## src/rtl/tube_pkg.sv

```systemverilog
`default_nettype none
// ============================================================================
//  Module      : tube_pkg
//  Description : Shared types and constants for the 8-digit 7-segment scan
//                controller: all-off pin levels, digit record, state encoding
//                and the hex-to-segment decode table.
//  Revision    : 1.0 - initial release
// ============================================================================
package tube_pkg;

    // All-off levels for the active-low segment and digit pins
    localparam logic [7:0] SEG_OFF = 8'hff;
    localparam logic [7:0] DIG_OFF = 8'hff;

    // One displayed digit: hex nibble plus decimal point (1 = lit)
    typedef struct packed {
        logic [3:0] val;
        logic       dp;
    } digit_t;

    // Scan FSM: dead time before each digit, then the lit period
    typedef enum logic {
        ST_BLANK = 1'b0,
        ST_SHOW  = 1'b1
    } state_t;

    // Active-low {g,f,e,d,c,b,a} patterns, entry i is hex digit i
    localparam logic [15:0][6:0] SEG_TABLE = {
        7'h0E, 7'h06, 7'h21, 7'h46,   // F E d C
        7'h03, 7'h08, 7'h10, 7'h00,   // b A 9 8
        7'h78, 7'h02, 7'h12, 7'h19,   // 7 6 5 4
        7'h30, 7'h24, 7'h79, 7'h40    // 3 2 1 0
    };

endpackage : tube_pkg
`default_nettype wire

```

## src/rtl/tube_seg_dec.sv

```systemverilog
`default_nettype none
// ============================================================================
//  Module      : tube_seg_dec
//  Description : Combinational hex nibble to active-low 7-segment decoder.
//  Revision    : 1.0 - initial release
// ============================================================================
module tube_seg_dec
    import tube_pkg::*;
(
    input  logic [3:0] val,
    output logic [6:0] seg
);

    // Straight table lookup; bit order {g,f,e,d,c,b,a}
    assign seg = SEG_TABLE[val];

endmodule : tube_seg_dec
`default_nettype wire

```

## src/rtl/tube_scan_ctrl.sv

```systemverilog
`default_nettype none
// ============================================================================
//  Module      : tube_scan_ctrl
//  Description : Time-multiplexed scan controller for an 8-digit common-anode
//                7-segment display. Host writes land in a shadow buffer that
//                is copied to the displayed buffer only at the frame wrap, so
//                a frame never shows a half-updated set of digits.
//  Revision    : 1.0 - initial release
// ============================================================================
module tube_scan_ctrl
    import tube_pkg::*;
#(
    parameter int N_DIG     = 8,
    parameter int SCAN_DIV  = 50000,
    parameter int BLANK_CYC = 500
)
(
    input  logic       clk,
    input  logic       rst_n,
    input  logic       wr_en,
    input  logic [2:0] wr_addr,
    input  logic [3:0] wr_data,
    input  logic       wr_dp,
    input  logic [7:0] en_mask,
    output logic [7:0] LED7S,
    output logic [7:0] dig,
    output logic       frame_tick
);

    // Counter must hold the longer of the two state durations
    localparam int               CNT_MAX    = (SCAN_DIV > BLANK_CYC) ? SCAN_DIV : BLANK_CYC;
    localparam int               CNT_W      = $clog2(CNT_MAX + 1);
    localparam logic [CNT_W-1:0] SHOW_LAST  = CNT_W'(SCAN_DIV - 1);
    localparam logic [CNT_W-1:0] BLANK_LAST = CNT_W'((BLANK_CYC > 0) ? (BLANK_CYC - 1) : 0);
    localparam logic [2:0]       IDX_LAST   = 3'(N_DIG - 1);
    localparam logic [3:0]       N_DIG_V    = 4'(N_DIG);

    state_t           state;
    logic [CNT_W-1:0] cnt;
    logic [2:0]       idx;

    // Buffers are always 8 deep; entries at or above N_DIG are never written
    digit_t           shadow [8];
    digit_t           active [8];
    logic             pending;

    logic             show_done;
    logic             wrap;
    logic             wr_hit;
    digit_t           cur;
    logic [6:0]       cur_seg;

    assign show_done  = (state == ST_SHOW) && (cnt == SHOW_LAST);
    assign wrap       = show_done && (idx == IDX_LAST);
    assign wr_hit     = wr_en && ({1'b0, wr_addr} < N_DIG_V);
    assign cur        = active[idx];
    assign frame_tick = wrap;

    tube_seg_dec u_seg_dec (
        .val (cur.val),
        .seg (cur_seg)
    );

    // Scan FSM, dwell counter, digit index and registered pin drivers
    always_ff @(posedge clk or negedge rst_n) begin
        if (!rst_n) begin
            state <= ST_BLANK;
            cnt   <= '0;
            idx   <= '0;
            LED7S <= SEG_OFF;
            dig   <= DIG_OFF;
        end else begin
            case (state)
                ST_BLANK: begin
                    LED7S <= SEG_OFF;
                    dig   <= DIG_OFF;
                    // Zero dead time passes straight through to SHOW
                    if ((BLANK_CYC == 0) || (cnt == BLANK_LAST)) begin
                        state <= ST_SHOW;
                        cnt   <= '0;
                    end else begin
                        cnt <= cnt + 1'b1;
                    end
                end
                ST_SHOW: begin
                    // Segments always drive; the mask only gates the digit enable
                    LED7S <= {~cur.dp, cur_seg};
                    dig   <= en_mask[idx] ? ~(8'h01 << idx) : DIG_OFF;
                    if (show_done) begin
                        idx   <= wrap ? 3'd0 : idx + 1'b1;
                        cnt   <= '0;
                        state <= (BLANK_CYC == 0) ? ST_SHOW : ST_BLANK;
                    end else begin
                        cnt <= cnt + 1'b1;
                    end
                end
                default: begin
                    state <= ST_BLANK;
                    cnt   <= '0;
                end
            endcase
        end
    end

    // Host writes into shadow; shadow published to active at the frame wrap
    always_ff @(posedge clk or negedge rst_n) begin
        if (!rst_n) begin
            for (int i = 0; i < 8; i++) begin
                shadow[i] <= '0;
                active[i] <= '0;
            end
            pending <= 1'b0;
        end else begin
            // Non-blocking copy takes the pre-write shadow on a write-at-wrap
            if (wrap && pending) begin
                for (int i = 0; i < 8; i++) begin
                    active[i] <= shadow[i];
                end
            end
            if (wr_hit) begin
                shadow[wr_addr] <= {wr_data, wr_dp};
                pending         <= 1'b1;
            end else if (wrap) begin
                pending <= 1'b0;
            end
        end
    end

endmodule : tube_scan_ctrl
`default_nettype wire

```

## config.mk

```make
export PLATFORM = sky130hd
export DESIGN_NAME = tube_scan_ctrl
export DESIGN_NICKNAME = d
export VERILOG_FILES = /design/src/rtl/tube_pkg.sv /design/src/rtl/tube_seg_dec.sv /design/src/rtl/tube_scan_ctrl.sv
export SDC_FILE = /design/constraint.sdc
export NUM_CORES = 1
export LEC_CHECK = 0
export CAP_MARGIN = 20
export CELL_PAD_IN_SITES_DETAIL_PLACEMENT = 0
export CELL_PAD_IN_SITES_GLOBAL_PLACEMENT = 1
export CORE_ASPECT_RATIO = 1.5
export CORE_MARGIN = 8
export CORE_UTILIZATION = 45
export CTS_CLUSTER_SIZE = 30
export DETAILED_ROUTE_END_ITERATION = 8
export HOLD_SLACK_MARGIN = 0.1
export PLACE_DENSITY_LB_ADDON = 0.1
export SYNTH_ARGS = -nofsm -noshare
export SYNTH_HDL_FRONTEND = slang
export SYNTH_HIERARCHICAL = 1
export SYNTH_SLANG_ARGS = --single-unit
```

## constraint.sdc

```tcl
create_clock -name clk -period 8.6 [get_ports clk]
set_input_delay 1.29 -clock clk [delete_from_list [all_inputs] [get_ports clk]]
set_output_delay 1.29 -clock clk [all_outputs]
set_load 0.005 [all_outputs]
```

==> flow_summary.toml <==
[placed_design]
dp_slack_ns = 5.28
dp_hpwl_mm = 6.94
place.gp.congestion = 0.725
port_buffers = 35
place_inst = 555

[floorplanning]
dieArea_um2 = 15500
core_area_um2 = 11500
ios = 36
rows = 48
die_y_um = 148
start_util_pct = 45.9
die_w_um = 104

[timing]
fin_ws_ns = 4.91
finClkSkew_ns = 0.00833
tightest_slew_ns = 0.889
min_period_ns = 3.69
setup_viol_count_final = 0
fin_tns_setup_ns = 0
period_share_pct = 42.9
rsz0062_at_grt = "no"
finalMaxSlewViolations = 0
hold_viol_final = 0
fmax_mhz = 271
slew_headroom_pct = 40.8

[pwr]
p_sw_mw = 0.272
combPwrFrac_pct = 5.2
power_leakage_nw = 2.78
power.share.switching_pct = 20.5
cellPowerDensity_nw_per_um2 = 211
seqPwrFrac_pct = 46.3
vdd_drop_max_mv = 0.146
clkPwrFrac_pct = 48.5
internal_power_mw = 1.05

[global_route]
antenna_found_initial = 0
grtUsageTotal_pct = 14.3
overflow = 0
grt_pass1_vias = 3375
grt_max_degree = 74
grt_pass1_wl_mm = 17.3

[layout]
drive_gt1_share_pct = 29.3
final_cells = 584
antenna_cells = 0
area_delta_synth_final_pct = 19.4
fill_cells = 962
nets = 457

[logic_synthesis]
synth-seq-cells = 117
synth_edf_count = 0
synth_area_leader_cell = "dfrtp_1"
synth_cells = 381
synth.distinct_cells = 46
syn_nets = 414
synth_most_common_cell = "dfrtp_1"
ys.flop_type = "dfrtp_1"
seq_area_frac_synth_pct = 56.0
ys_async_sr_fraction_pct = 100
ys.warnings.count = 6
yosys.area.top_type_share_pct = 48.0
yosys-top-cells-area = "dfrtp_1, mux2_2, dfstp_2"
avgSynthCellArea_um2 = 13.8
syn_area_um2 = 5270
yosys-top-cells-count = "dfrtp_1, mux2_2, nand2_1, nor2_1, mux2_1"

[clock_tree]
cts_max_level = 4
insertion_delay_ns = 0.41
cts_tree = "yes"
root_buffer = "clkbuf_16"
cts_hold_buffers = 0
cts.path.max_buffers = 2
cts_setup_buffers = 0
cts_resized = 0
path_clk_slew_ns = 0.05
cts_buffers = 17
cts.sinks = 117

[setup_path]
arrival_ns = 2.40
cp-end-kind = "primary output"
critPathMaxStageDelay_ns = 0.77
worstSetupStartpointType = "register"
cpMostUsedCell = "ha_1"
cpLargestDelayFamily = "flip-flops"
cp.buffers_inverters = 1
required_ns = 7.31
worstSetupPathType = "register to primary output"
path_cells = "ha_1, ha_1, nand2_1, nor2_1, clkdlybuf4s50_1"
crit_fanout = 15
slowest_stage = "dfrtp_1"

[detailed_routing]
drcViolationCount = 0
drt_iter0_markers = 107
dr_total_vias = 3098
viasPerCell = 5.30
ant_nets = 0
wirelength_mm = 10.1
dr.pass1.iters = 4
wl_per_cell_um = 17.2

[hold_path]
holdCritPathClass = "register to register"

[flow_run]
drv_cap = 0

[run_status]
status = "complete, no violations"
[cell type report]
cell class                      instances  area (µm²)  share of cell area [%]
Clock buffer                           24         492                    7.82
Clock inverter                          5        50.0                   0.796
Inverter                                6        22.5                   0.358
Multi-Input combinational cell        244        2210                    35.2
Sequential cell                       117        2950                    46.9
Tap cell                              150         188                    2.99
Timing Repair Buffer                   38         370                    5.89
[worst paths after layout]
kind	cells after the start	from	end	slack (ns)
min reg2reg	1	cnt[0]	cnt[0]	0.48
max reg2reg	9	idx[1]	LED7S[0]	5.97
min	1	cnt[0]	cnt[0]	0.48
min in group asynchronous	1	rst_n	cnt[15]	0.88
max	5	idx[1]	frame_tick	4.91
max in group asynchronous	2	rst_n	active[13]	6.40
[power groups by stage]
| stage | registers (mW) | clock network, mW | logic, mW |
|---|---|---|---|
| 2_1_floorplan | 0.614 | 0 | 0.0415 |
| 3_3_place_gp | 0.621 | 0 | 0.0673 |
| 3_5_place_dp | 0.623 | 0 | 0.0699 |
| 4_1_cts | 0.614 | 0.658 | 0.0701 |
| 5_1_grt | 0.618 | 0.680 | 0.0763 |
| 6_report | 0.614 | 0.644 | 0.0684 |
[kinds of logic (layout without fill, tap and decap cells)]
logic type               count (synthesis)  in the layout  synth area share, %
AND/OR/NAND/NOR                        104            104                 10.6
flip-flops                             117            117                 56.0
buffers and inverters                   20             73                 2.07
XOR/XNOR                                13             13                 2.16
multiplexers                           100            100                 24.1
adder cells (fa/ha/maj)                 14             14                 3.33
AO/OA/AOI/OAI                           13             13                 1.76
[sequential cells by signal, summed over array words and instances (netlist names)]
register	flops
pending	1
shadow	40
idx	3
LED7S	8
dig	8
active	40
state	1
cnt	16
[layout by cell type, fill, tap and decap left out, types with 6 or more instances in the layout]
master and n:
dfstp_2 16, nand4_1 8, mux2i_1 6, mux2_1 18, nand2b_1 9, mux4_2 12, clkbuf_16 17, dfrtp_1 101
clkdlybuf4s50_1 34, xor2_1 8, ha_1 14, mux2_2 63, nor2_1 23, nand2_1 24, nand3_1 13
[per-layer routing]
| layer | vias to the layer above | share of wire [%] | track usage (%) | routed length, µm |
|---|---|---|---|---|
| met2 | 58 | 52 | 24.6 | 5230 |
| met3 | 15 | 4.1 | 4.72 | 413 |
| met4 | 0 | 1.7 | 6.33 | 171 |
| li1 | 1445 | - | - | - |
| met5 | - | 0 | 0 | 0 |
| met1 | 1580 | 42 | 15.8 | 4240 |
[metrics by stage]
stage	cell area [µm²]	util [%]	power, mW	hold WS [ns]
global placement	5740	50.1	0.688	0.463
finish	6280	54.8	1.33	0.480
detailed placement	5740	50.1	0.693	0.475
global route	6280	54.8	1.37	0.503
floorplan	5270	-	0.656	0.444
CTS	6280	54.8	1.34	0.483
Power figures use the tool's default switching activity.
